--- config.mk ---
export PLATFORM = sky130hd
export DESIGN_NAME = rst_sync_seq
export DESIGN_NICKNAME = d
export VERILOG_FILES = /design/src/rtl/rst_sync_seq.sv
export SDC_FILE = /design/constraint.sdc
export NUM_CORES = 1
export LEC_CHECK = 0
export ABC_CLOCK_PERIOD_IN_PS = 2000
export CELL_PAD_IN_SITES_DETAIL_PLACEMENT = 0
export CELL_PAD_IN_SITES_GLOBAL_PLACEMENT = 1
export CORE_ASPECT_RATIO = 0.6
export CORE_MARGIN = 8
export CORE_UTILIZATION = 42
export CTS_BUF_LIST = sky130_fd_sc_hd__clkbuf_8
export CTS_CLUSTER_SIZE = 10
export DETAILED_ROUTE_END_ITERATION = 12
export PLACE_DENSITY_LB_ADDON = 0.1
export SETUP_SLACK_MARGIN = 0.1
export SYNTH_ARGS = -nofsm -noshare
export SYNTH_HDL_FRONTEND = slang
export SYNTH_SLANG_ARGS = --single-unit
--- constraint.sdc ---
create_clock -name CLK -period 2 [get_ports CLK]
set_input_delay 0.2 -clock CLK [delete_from_list [all_inputs] [get_ports CLK]]
set_output_delay 0.2 -clock CLK [all_outputs]
set_load 0.005 [all_outputs]
--- src/rtl/rst_sync_seq.sv ---
// Reset synchronizer and sequencer: async assert, synchronized release,
// then a stretch and a channel-by-channel release in index order.
module rst_sync_seq #(
   parameter int NUM_STAGES = 2,
   parameter int NUM_CH     = 4,
   parameter int STRETCH    = 8,
   parameter int GAP        = 4
) (
   input  logic              CLK,
   input  logic              RST,
   input  logic              SW_RST_REQ,
   output logic [NUM_CH-1:0] SYNC_RST,
   output logic              RST_DONE
);

   localparam int IW = $clog2(NUM_CH) + 1;
   localparam logic [7:0]    S_LOAD = 8'(STRETCH - 1);
   localparam logic [7:0]    G_LOAD = 8'(GAP - 1);
   localparam logic [IW-1:0] LAST   = IW'(NUM_CH - 1);

   typedef enum logic [1:0] {
      ST_ASSERT,
      ST_STRETCH,
      ST_RELEASE,
      ST_RUN
   } state_t;

   logic [NUM_STAGES-1:0] chain;
   logic                  sync_ok;

   state_t            state, state_n;
   logic [7:0]        cnt, cnt_n;
   logic [IW-1:0]     idx, idx_n;
   logic [NUM_CH-1:0] rst_nx;
   logic              done_nx;
   logic              rel;

   always_ff @(posedge CLK or negedge RST) begin
      if (!RST) begin
         chain <= '0;
      end else begin
         chain <= {chain[NUM_STAGES-2:0], 1'b1};
      end
   end

   assign sync_ok = chain[NUM_STAGES-1];

   always_ff @(posedge CLK or negedge RST) begin
      if (!RST) begin
         state    <= ST_ASSERT;
         cnt      <= '0;
         idx      <= '0;
         SYNC_RST <= '0;
         RST_DONE <= 1'b0;
      end else begin
         state    <= state_n;
         cnt      <= cnt_n;
         idx      <= idx_n;
         SYNC_RST <= rst_nx;
         RST_DONE <= done_nx;
      end
   end

   // The ASSERT exit edge already counts as the first stretch cycle.
   always_comb begin
      state_n = state;
      cnt_n   = cnt;
      idx_n   = idx;
      rst_nx  = SYNC_RST;
      done_nx = RST_DONE;
      rel     = 1'b0;
      unique case (state)
         ST_ASSERT: begin
            if (sync_ok) begin
               if (S_LOAD == 8'd0) begin
                  rel = 1'b1;
               end else begin
                  state_n = ST_STRETCH;
                  cnt_n   = S_LOAD - 8'd1;
               end
            end
         end
         ST_STRETCH, ST_RELEASE: begin
            if (cnt == 8'd0) begin
               rel = 1'b1;
            end else begin
               cnt_n = cnt - 8'd1;
            end
         end
         ST_RUN: begin
         end
         default: begin
            state_n = ST_ASSERT;
         end
      endcase

      if (rel) begin
         rst_nx = (SYNC_RST << 1) | NUM_CH'(1);
         if (idx == LAST) begin
            done_nx = 1'b1;
            state_n = ST_RUN;
         end else begin
            state_n = ST_RELEASE;
            idx_n   = idx + 1'b1;
            cnt_n   = G_LOAD;
         end
      end

      // A software request overrides any release due on the same edge.
      if (SW_RST_REQ && state != ST_ASSERT) begin
         rst_nx  = '0;
         done_nx = 1'b0;
         state_n = ST_STRETCH;
         cnt_n   = S_LOAD;
         idx_n   = '0;
      end
   end

endmodule

=== Word level (Yosys, flattened, before mapping) ===
Cells that the tools add are included.

* Add/subtract/negate cells: 2
* Multiply operators: 0
* Divide/modulo/power cells: 0
* $lt $le $gt $ge: 0
* Eq/ne operators: 4
* Shift-type cells: 0
* Mux-type cells: 21
* Bitwise gates (word level): 0
* Reduce and logical (&&, ||, !) cells: 12

{| class="wikitable"
|+ Operator list
! kind !! number
|-
| two-way mux 8 bit || 5
|-
| case mux 8 bit (2 select lines) || 1
|-
| two-way mux 3 bit || 3
|-
| logical NOT 8 bit || 1
|-
| two-way mux 2 bit || 4
|-
| two-way mux 4 bit || 2
|-
| subtractor 8 x 1 -> 8 bit, second input constant || 1
|-
| two-way mux 1 bit || 6
|-
| AND reduction 2 bit || 3
|-
| nonzero test 2 bit || 3
|-
| nonzero test 3 bit || 2
|-
| adder 3 x 1 -> 3 bit, second input constant || 1
|-
| equality test 3 x 2 -> 1 bit, second input constant || 1
|-
| equality test 2 x 1 -> 1 bit, second input constant || 1
|-
| equality test 2 bit, second input constant || 1
|-
| logical NOT 2 bit || 1
|-
| inequality test 2 x 1 -> 1 bit, second input constant || 1
|-
| OR reduction 2 bit || 1
|-
| logical AND 1 bit || 1
|}

* Register bits after elaboration: 20
* Bits in latches: 0
* Bits in writable memories: 0
* Bits in read-only memories: 0
* Bits of input ports: 3
* Output and inout bits: 5
* Logic and storage cells: 45
* Memories: 0

=== Depth between registers and ports, before layout ===
Gate-level depths: netlist of run 1.

* Word-level depth: 6
* Mapped depth: 7
* Gate-level depth less buffers: 6

=== Least setup slack after synthesis of run 1 ===
No wires, ideal clock.

* Path type: register -> register
* From: register cnt[0]
* To: register cnt[5]
* Setup time: 0.136 ns
* Data arrival time: 1.873 ns
* Data required time: 1.864 ns
* Slack: -0.009 ns
* Stages on the path, launching flop included: 8
* Buffers on the path: 1
* Clock period less this slack: 2.009 ns
* Path through: dfrtp_1 -> inv_1 -> ha_1 -> or3b_2 -> clkbuf_1 -> nor4_4 -> or2_1 -> a21oi_1

* Longest elaborated chain between the ends: 6
* Elaborated cells between the ends (all ways): 9
* Classes of those cells: add/sub: 1; mux: 7; reduce/logical: 1

{| class="wikitable"
|+ Ends and longest elaborated chain
! what !! line !! source
|-
| start: declaration || 32 || <nowiki>logic [7:0] cnt, cnt_n;</nowiki>
|-
| start signal: assignment || 57 || <nowiki>cnt <= cnt_n;</nowiki>
|-
| subtractor 8 x 1 -> 8 bit or logical NOT 8 bit (tied branches) || 87, 84 ||
|-
| two-way mux 8 bit || 84 || <nowiki>if (cnt == 8'd0) begin</nowiki>
|-
| case mux 8 bit (2 select lines) || 72 || <nowiki>unique case (state)</nowiki>
|-
| two-way mux 8 bit || 99 || <nowiki>if (idx == LAST) begin</nowiki>
|-
| two-way mux 8 bit (*) || 97 || <nowiki>if (rel) begin</nowiki>
|-
| two-way mux 8 bit (*) || 110 || <nowiki>if (SW_RST_REQ && state != ST_ASSERT) begin</nowiki>
|-
| named net cnt_n[5] || 32 ||
|}

Mark *: on every way through the listed nets, which the timed path passes. The rest lies on a longest branch.
A chain may end at the register's enable or synchronous reset.

=== Worst setup path in the final report of run 1 ===
* From: register cnt[1]
* To: register cnt[5]

Same word-level chain as after synthesis.

==> results of run 1 <==
worst max path at each step:
stage / endpoint / slack (ns) / depth (start not counted)
2_1_floorplan: cnt[5] / 0.07 / 7
3_3_place_gp: cnt[3] / 0.11 / 7
3_5_place_dp: cnt[3] / 0.05 / 7
4_1_cts: idx[1] / 0.10 / 7
5_1_grt: cnt[7] / 0.10 / 6
6_report: cnt[5] / 0.17 / 7
kinds of logic (layout without fill, tap and decap cells):
kind of cell               after synthesis  in the layout  share of synthesized area
AOI/OAI and AO/OA                       24             24                     0.1447
muxes                                    5              5                    0.04630
and+or+nand+nor                         42             42                     0.2303
other                                    1              1                   0.003469
DFF                                     20             20                     0.4630
xor gates and xnor gates                 1              1                   0.008103
buffers and inverters                   11             30                    0.04630
adders and majority gates                5              5                    0.05787
metrics by stage:
stage / power [mW] / hold slack (ns) / setup WS [ns]
final: 0.9769 / 0.2748 / 0.1738
after detailed placement: 0.5494 / 0.3428 / 0.05352
after CTS: 0.9576 / 0.2797 / 0.1035
after global routing: 1.016 / 0.3001 / 0.1006
after floorplan: 0.5107 / -0.09559 / 0.07176
after global placement: 0.5484 / 0.3401 / 0.1083
flip-flops by register name, summed over array words and instances (netlist names):
register / cells
cnt: 8
SYNC_RST: 4
idx: 3
chain: 2
state: 2
RST_DONE: 1
where the power goes:
part	internal [mW]	leakage, nW	switching, mW
Combinational	0.0741	0.293	0.0672
Sequential	0.420	0.258	0.0144
Clock	0.267	0.0357	0.134
Total	0.761	0.586	0.216
synthesized netlist by cell type (3+ instances only):
master    count
a21oi_1       7
dfrtp_1      20
ha_1          5
inv_1         7
mux2i_1       5
nand2_1       3
nor2_1       15
nor2b_1       4
nor4_1        3
o211ai_1      3
o21ai_0       6
o311ai_0      3
or2_2         3
final cells by class:
cell class	instances	area, um2
Clock buffer	3	41.29
Clock inverter	1	30.03
Fill cell	215	1112
Inverter	7	26.28
Multi-Input combinational cell	78	543.0
Sequential cell	20	500.5
Tap cell	32	40.04
Timing Repair Buffer	19	176.4
per-layer routing:
layer	GRT usage	routed length, um	vias to the layer above	part of all wire
met5	0	0	-	0
met1	0.1778	1263	427	0.51
met2	0.1650	1060	28	0.42
li1	-	-	424	-
met4	0.02278	14	0	0.0056
met3	0.03871	157	2	0.063
repair_timing:
item | 4_1_cts | 5_1_grt
pin swaps | 0 | 2
buffers inserted | 1 | 4
resized for setup | 1 | 7
setup endpoints to repair | 7 | 11
==> qor_table.md, run 1 <==
| Parameter | Value | Unit |
|:---|:---|:---|
| Total Die Area | 4507 | um2 |
| Setup crit start kind | register | - |
| Post-synthesis cell type with the largest combined area | dfrtp_1 | - |
| Post-synth top area share | 0.4630 | - |
| Non-Filler Cell Area, Final | 1358 | um2 |
| Type of the setup path with the least slack | register to register | - |
| Floorplan row count | 14 | - |
| Syn. warnings | 0 | - |
| DR iter-0 viols | 217 | - |
| Number of diodes | 0 | - |
| Worst reg-to-reg setup slack | 0.17 | ns |
| Number of levels the H-tree was split into | 1 | - |
| Capturing element type of the critical path | register | - |
| Effective utilization at floorplan | 0.4377 | - |
| Number of CTS-inserted buffers | 3 | - |
| Drc violations | 0 | - |
| Reg2reg end | cnt[5] | - |
| Number of nets in the layout | 137 | - |
| Critical-path maximum fanout | 8 | - |
| Number of detailed-route iterations in the first pass | 4 | - |
| Final setup violation count | 0 | - |
| CTS clk-pin slew, worst paths | 0.08 | ns |
| Total congestion overflow after global routing | 0 | - |
| Average wire per cell in the routed design | 15.60 | um |
| Fraction of the core area covered by cells at the end of the flow | 0.5496 | - |
| Worst VDD drop | 0.0005601 | V |
| Horizontal extent of the die | 81.50 | um |
| Class of the worst hold path | input pin to asynchronous set/reset pin | - |
| Clock sinks | 20 | - |
| Primary flip-flop cell chosen by synthesis mapping | dfrtp_1 | - |
| Clk_lat worst skew | 0.26 | ns |
| Clk Tree Root Cell | clkbuf_8 | - |
| Non-filler cells in the finished layout | 160 | - |
| Wire length of the first global-routing pass | 4.291 | mm |
| Share of layout cells above drive strength 1 | 0.2188 | - |
| RSZ-0062 raised after global routing | false | - |
| Bufs on Longest Clock Path | 2 | - |
| Commonest cells after routing, fill and taps aside | 20 x dfrtp_1, 14 x nor2_1, 10 x buf_4 | - |
| Number of standard cells after synthesis | 109 | - |
| IO buf count | 7 | - |
| Pin count of the biggest net entering global routing | 21 | - |
| Critical path data required time | 2.13 | ns |
| Post-DP HPWL | 1.788 | mm |
| Detail Route Antenna Nets | 0 | - |
| Synthesized Nets | 117 | - |
| Final worst-path cycle share | 0.9131 | - |
| CP Cell Sequence | inv_1 > ha_2 > or3b_4 > buf_4 > o211ai_1 > or2_2 > a21oi_1 | - |
| Setup crit start | cnt[1] | - |
| Vias per cell | 5.506 | - |
| Cell area power density | 719.6 | nW/um2 |
| Height of the die | 55.30 | um |
| Number of cells on the worst reg-to-reg path | 7 | - |
| Run status | finished, final reports clean | - |
| Number of failing hold endpoints at the final stage | 0 | - |
| Largest stage delay on the critical path | 0.43 | ns |
| Instance area at placement | 1237 | um2 |
| CTS tree | done | - |
| Most frequent standard cell in the layout excluding fill and tap cells | dfrtp_1 | - |
| Cell total after placement | 151 | - |
| Leakage power | 0.5862 | nW |
| Area Growth Syn to Fin | 25.58 | % |
| Register bit count reported by yosys | 20 | - |
| EDFF count, synth | 0 | - |
| Number of antenna violations at the first check in global routing | 0 | - |
| Dominant delay contributor by cell family on the critical path | simple AND/OR/NAND/NOR gates | - |
| Slowest cell on crit path | or3b_4 | - |
| Startpoint of the worst register-to-register path | cnt[1] | - |
| Number of buffer and inverter instances along the worst setup path | 2 | - |
| Top Ports | 8 | - |
| Worst clock skew on the final layout | 0.004499 | ns |
| Area contributors post-synth | dfrtp_1 46%, ha_1 5.8%, nor2_1 5.2% | - |
| Syn Std Cell Area | 1081 | um2 |
| Total negative setup slack | 0 | ns |
| Wire length reported by the detailed router | 2.496 | mm |
| Hold_buf cts | 0 | - |
| Max cap viols | 0 | - |
| Count of pins over their slew limit | 0 | - |
| All-layer global routing usage | 0.1207 | - |
| Async set-or-reset flop fraction in the synthesized netlist | 1.000 | - |
| Sequential cell area fraction in the yosys report | 0.4630 | - |
| Number of vias in the routed layout | 881 | - |
| Vias in the first global route | 827 | - |
| Synth unique cells | 35 | - |
| Data arrival time of the worst path | 1.95 | ns |
| Post-Synthesis Mean Instance Area | 9.918 | um2 |
| Maximum clock rate | 547.6 | MHz |
| Routability congestion estimate | 0.8623 | - |
| Placeable core region | 2470 | um2 |
| Clock period minus final worst setup slack | 1.826 | ns |
(Power assumes the default switching activity.)
==> run 2: changes to the inputs <==
==> constraint.sdc (replaced) <==
create_clock -name CLK -period 2 [get_ports CLK]
set_input_delay 0.3 -clock CLK [delete_from_list [all_inputs] [get_ports CLK]]
set_output_delay 0.3 -clock CLK [all_outputs]
set_load 0.005 [all_outputs]
==> results of run 2 <==
Same layout as run 1 (identical final DEF). Status: finished, final reports clean.
Main changes from that run: hold slack 0.2748 ns -> 0.3574 ns
